`src/rtl/conv_encoder_stream.sv`:
```
// Streaming convolutional encoder: valid/ready bit in, symbol out.
// Run-time K, rate and polynomials; optional zero-tail termination.
module conv_encoder_stream #(
  parameter int K_MAX = 9,
  parameter int N_MAX = 3,
  parameter int LEN_W = 12
) (
  input  logic                        clk,
  input  logic                        rst,
  input  logic                        i_start,
  input  logic [LEN_W-1:0]            i_frame_len,
  input  logic [3:0]                  i_k,
  input  logic                        i_code_rate,
  input  logic                        i_tail_en,
  input  logic [N_MAX-1:0][K_MAX-1:0] i_gen_poly,
  input  logic                        i_valid,
  input  logic                        i_data,
  output logic                        o_ready,
  output logic                        o_valid,
  input  logic                        i_ready,
  output logic [N_MAX-1:0]            o_sym,
  output logic                        o_last,
  output logic                        o_busy,
  output logic                        o_frame_done
);

  typedef enum logic [1:0] {
    IDLE,
    DATA,
    TAIL,
    FLUSH
  } state_t;

  state_t state, state_nx;

  logic [LEN_W-1:0]            len_q;
  logic [LEN_W-1:0]            cnt;
  logic [3:0]                  k_q;
  logic                        rate_q;
  logic                        tail_q;
  logic [N_MAX-1:0][K_MAX-1:0] poly_q;
  logic [K_MAX-2:0]            sr;

  logic             slot;
  logic             accept;
  logic             load;
  logic             bit_in;
  logic             last_in;
  logic             cnt_clr;
  logic [3:0]       k_in;
  logic [K_MAX-1:0] win;
  logic [K_MAX-1:0] mask;
  logic [N_MAX-1:0] sym_nx;

  // Output slot is free when empty or being drained this cycle.
  assign slot    = !o_valid || i_ready;
  assign o_ready = (state == DATA) && slot;
  assign o_busy  = (state != IDLE);

  // Out-of-range constraint lengths fall back to the maximum.
  assign k_in = (i_k < 4'd3 || i_k > 4'(K_MAX)) ? 4'(K_MAX) : i_k;

  // State register.
  always_ff @(posedge clk or posedge rst) begin
    if (rst) state <= IDLE;
    else     state <= state_nx;
  end

  // Next-state, bit injection and frame-done decode.
  always_comb begin
    state_nx     = state;
    accept       = 1'b0;
    load         = 1'b0;
    bit_in       = 1'b0;
    last_in      = 1'b0;
    cnt_clr      = 1'b0;
    o_frame_done = 1'b0;
    unique case (state)
      IDLE: begin
        if (i_start) begin
          accept = 1'b1;
          if (i_frame_len != '0) state_nx = DATA;
          else if (i_tail_en)    state_nx = TAIL;
          else                   state_nx = FLUSH;
        end
      end
      DATA: begin
        if (i_valid && o_ready) begin
          load   = 1'b1;
          bit_in = i_data;
          if (cnt == len_q - LEN_W'(1)) begin
            cnt_clr = 1'b1;
            if (tail_q) begin
              state_nx = TAIL;
            end else begin
              state_nx = FLUSH;
              last_in  = 1'b1;
            end
          end
        end
      end
      TAIL: begin
        if (slot) begin
          load = 1'b1;
          if (cnt == LEN_W'(k_q) - LEN_W'(2)) begin
            cnt_clr  = 1'b1;
            last_in  = 1'b1;
            state_nx = FLUSH;
          end
        end
      end
      FLUSH: begin
        if (!o_valid) begin
          o_frame_done = 1'b1;
          state_nx     = IDLE;
        end
      end
      default: state_nx = IDLE;
    endcase
  end

  // Tap window, active-tap mask and next symbol.
  always_comb begin
    win    = {sr, bit_in};
    mask   = '0;
    sym_nx = '0;
    for (int j = 0; j < K_MAX; j++)
      mask[j] = (4'(j) < k_q);
    for (int i = 0; i < N_MAX; i++) begin
      sym_nx[i] = ^(win & mask & poly_q[i]);
      if (i >= 3 || (i == 2 && !rate_q))
        sym_nx[i] = 1'b0;
    end
  end

  // Config latch, shift register, counter and output symbol register.
  always_ff @(posedge clk or posedge rst) begin
    if (rst) begin
      len_q   <= '0;
      k_q     <= '0;
      rate_q  <= 1'b0;
      tail_q  <= 1'b0;
      poly_q  <= '0;
      sr      <= '0;
      cnt     <= '0;
      o_valid <= 1'b0;
      o_sym   <= '0;
      o_last  <= 1'b0;
    end else begin
      if (accept) begin
        len_q  <= i_frame_len;
        k_q    <= k_in;
        rate_q <= i_code_rate;
        tail_q <= i_tail_en;
        poly_q <= i_gen_poly;
        sr     <= '0;
        cnt    <= '0;
      end
      if (load) begin
        sr      <= {sr[K_MAX-3:0], bit_in};
        cnt     <= cnt_clr ? '0 : cnt + LEN_W'(1);
        o_sym   <= sym_nx;
        o_valid <= 1'b1;
        o_last  <= last_in;
      end else if (o_valid && i_ready) begin
        o_valid <= 1'b0;
        o_last  <= 1'b0;
      end
    end
  end

endmodule

```
`config.mk`:
```
export PLATFORM = sky130hd
export DESIGN_NAME = conv_encoder_stream
export DESIGN_NICKNAME = d
export VERILOG_FILES = /design/src/rtl/conv_encoder_stream.sv
export SDC_FILE = /design/constraint.sdc
export NUM_CORES = 1
export LEC_CHECK = 0
export CELL_PAD_IN_SITES_DETAIL_PLACEMENT = 1
export CELL_PAD_IN_SITES_GLOBAL_PLACEMENT = 2
export CORE_ASPECT_RATIO = 0.9
export CORE_MARGIN = 1
export CORE_UTILIZATION = 37
export CTS_CLUSTER_DIAMETER = 40
export DETAILED_ROUTE_END_ITERATION = 12
export PLACE_DENSITY_LB_ADDON = 0.1
export SLEW_MARGIN = 10
export SYNTH_ARGS = -nofsm -noshare
export SYNTH_HDL_FRONTEND = slang
export SYNTH_SLANG_ARGS = --single-unit
```
`constraint.sdc`:
```
create_clock -name clk -period 4.9 [get_ports clk]
set_input_delay 1.225 -clock clk [delete_from_list [all_inputs] [get_ports clk]]
set_output_delay 1.225 -clock clk [all_outputs]
set_load 0.02 [all_outputs]
```
==> results.json <==
{
  "ys_ff_latch": 72,
  "start_util_pct": 38.6,
  "slew_headroom_pct": 53.2,
  "ys.flop_type": "dfrtp_1",
  "syn_area_um2": 4220,
  "gr-total-overflow": 0,
  "cts-htree-levels": 3,
  "worst_pin_slew_ps": 699,
  "p_per_area_nw_per_um2": 286,
  "stdcell_count": 653,
  "path_max_fanout": 5,
  "syn2layout_area_growth_pct": 24.2,
  "leakage_nw": 2.31,
  "arrival_ps": 2650,
  "portBuffers": 58,
  "nFillCells": 1253,
  "dr.pass1.iters": 4,
  "clock-root-buffer": "clkbuf_16",
  "dp.cells": 637,
  "timing.final.ws_setup_ps": 1020,
  "synth_cells": 448,
  "min_path_type": "register to register",
  "total_power_mw": 1.50,
  "die-area_um2": 11800,
  "clkLatencyLatePin_ps": 330,
  "fmax_mhz": 258,
  "ys_seq_area_share_pct": 42.7,
  "ir_drop_v": 0.000200,
  "outcome": "completed",
  "final_nets": 557,
  "place_ws_ps": 1020,
  "row_count": 36,
  "drt_iter0_drc": 126,
  "ios": 59,
  "synth_xor_area_share_pct": 8.09,
  "yosysWarnings": 0,
  "dieWidth_um": 115,
  "via_count": 3431,
  "route.detailed.drc": 0,
  "die_h_um": 103,
  "final.setup_skew_ps": 5.63,
  "synth_simple_gate_area_share_pct": 20.7,
  "r2r_cells": 10,
  "gp_congestion": 0.793,
  "cp-end-kind": "primary output",
  "cts_tree": "done",
  "hold_violations": 0,
  "drive_gt1_share_pct": 14.0,
  "num_antenna_cells": 0,
  "synth-compound-area-share_pct": 9.93,
  "core_area_um2": 10900,
  "finalCritPeriodShare_pct": 79.1,
  "cts_num_sinks": 72,
  "drt-vias-per-instance": 5.25,
  "synth_top_family_by_area": "simple AND/OR/NAND/NOR gates",
  "clock_path_buffers": 2,
  "max-cap-violations": 0,
  "routed_wl_um": 11100,
  "synth_adder_area_share_pct": 2.96,
  "hold_buffers": 0,
  "numCtsBuffers": 9,
  "synth_edf_count": 0,
  "grt_pass1_vias": 3508,
  "syn_avg_cell_area_um2": 9.42,
  "drv_slew": 0,
  "synth.area.mux_share_pct": 11.4,
  "clk_pin_slew_worst_paths_ps": 50,
  "cts_resized": 0,
  "setup_viol": 0,
  "place_hpwl_um": 8390,
  "crit_type": "input port to primary output",
  "crit_required_ps": 3670,
  "synth_nets": 509,
  "start_kind": "input port",
  "grt_use_total_pct": 20.7,
  "grt_pass1_wl_um": 18500,
  "antenna_found_initial": 0,
  "grt_max_degree": 52,
  "post_drt_wl_per_cell_um": 17.0,
  "hold_depth": 2,
  "async_reset_ff_share_pct": 100,
  "post_cts_buffers": 0,
  "whs_ps": 491,
  "synth.distinct_cells": 53,
  "fin_setup_tns_ps": 0,
  "fin_crit_ps": 3880,
  "rsz0062_at_grt": "false",
  "ant_nets": 0
}
-- final timing paths --
check                                           from  slack, ps               endpoint
worst max-delay path                         i_ready       1020                o_ready
worst min-delay path              tail_q$_DFFE_PP0P_        490     tail_q$_DFFE_PP0P_
worst min register to register    tail_q$_DFFE_PP0P_        490     tail_q$_DFFE_PP0P_
worst max register to register  len_q[0]$_DFFE_PP0P_       1710   state[1]$_DFFE_PP0P_
max in group asynchronous                        rst       2610    o_valid$_DFFE_PP0P_
min in group asynchronous                        rst       1230  len_q[10]$_DFFE_PP0P_
-- registers in the layout, indices dropped and copies added (netlist names) --
name	flops
len_q	12
rate_q	1
state	2
poly_q	27
o_last	1
sr	8
o_valid	1
tail_q	1
o_sym	3
cnt	12
k_q	4
-- final cells by class --
class / count / area, um^2 / share of cell area [%]
timing repair buffer: 64 / 626 / 11.9
clock inverter: 5 / 55.1 / 1.05
clock buffer: 11 / 253 / 4.82
sequential: 72 / 1800 / 34.4
multi-input combinational: 330 / 2250 / 42.8
inverter: 19 / 71.3 / 1.36
tap: 152 / 190 / 3.63
-- placed cells by master, fill, tap and decap left out, types with 2 or more instances in the layout --
cell type        instances
ha_1                    10
and3_1                   2
clkinv_2                 2
a211o_1                  2
o311a_1                  2
a21oi_1                 11
nor4_1                   7
mux2i_1                  2
mux2_2                  40
a32o_1                   2
nand2_1                 72
a21boi_0                 2
buf_4                    6
clkdlybuf4s50_1         58
nor2b_1                  6
nand3_1                 33
nand4_1                  6
dfrtp_1                 72
nor3_1                   6
clkbuf_8                 2
nand2b_1                 4
clkbuf_16                9
a41oi_1                  2
clkinvlp_4               2
o21ai_0                 18
or2_2                    2
o211ai_1                 4
o22ai_1                  3
xor2_1                  17
xnor2_1                 22
inv_1                   18
nor3b_1                  2
a31oi_1                  5
nand4b_1                 3
o21ba_2                  2
nor2_1                  21
nor4b_1                  2
-- stage by stage --
step / cell area, um^2 / util (%)
floorplan: 4220 / -
global placement: 4930 / 45.1
CTS: 5240 / 47.9
finish: 5240 / 47.9
detailed placement: 4930 / 45.1
global route: 5240 / 47.9
-- layer usage --
layer	GRT usage [%]	vias to the layer above	wire, um
met5	0	-	0
met2	31.4	70	4910
met3	3.50	15	354
met4	6.49	0	166
li1	-	1661	-
met1	30.2	1685	5640
-- where the power goes --
group	switching (mW)	internal (mW)	total (mW)
Combinational	0.0784	0.0800	0.158
Clock	0.251	0.420	0.671
Sequential	0.0470	0.621	0.668
Total	0.377	1.12	1.50
-- worst max-delay path: stages --
cell and delay [ps]:
clkdlybuf4s50_1 490, nand2b_1 200, and2_1 150, clkdlybuf4s50_1 590
-- cells by family (layout without fill, tap and decap cells) --
logic type                 Yosys count  in the layout
AOI/OAI and AO/OA                   62             62
xor gates and xnor gates            39             39
adders and majority gates           10             10
buffers and inverters               46             99
DFF                                 72             72
muxes                               43             43
and+or+nand+nor                    176            176
-- synthesized netlist by cell type (3+ instances only) --
cell / instances / area, um^2
nand2_1: 73 / 274
dfrtp_1: 72 / 1800
mux2_2: 40 / 450
nand3_1: 33 / 165
clkbuf_1: 24 / 90.1
xnor2_1: 22 / 193
nor2_1: 21 / 78.8
inv_1: 19 / 71.3
o21ai_0: 18 / 90.1
xor2_1: 17 / 149
a21oi_1: 11 / 55.1
ha_1: 10 / 125
nor4_1: 7 / 43.8
nand4_1: 6 / 37.5
nor2b_1: 6 / 37.5
nor3_1: 6 / 30.0
a31oi_1: 5 / 31.3
nand2b_1: 4 / 25.0
o211ai_1: 4 / 30.0
nand4b_1: 3 / 26.3
o22ai_1: 3 / 18.8
No activity file was read; power rests on OpenSTA's default activity.
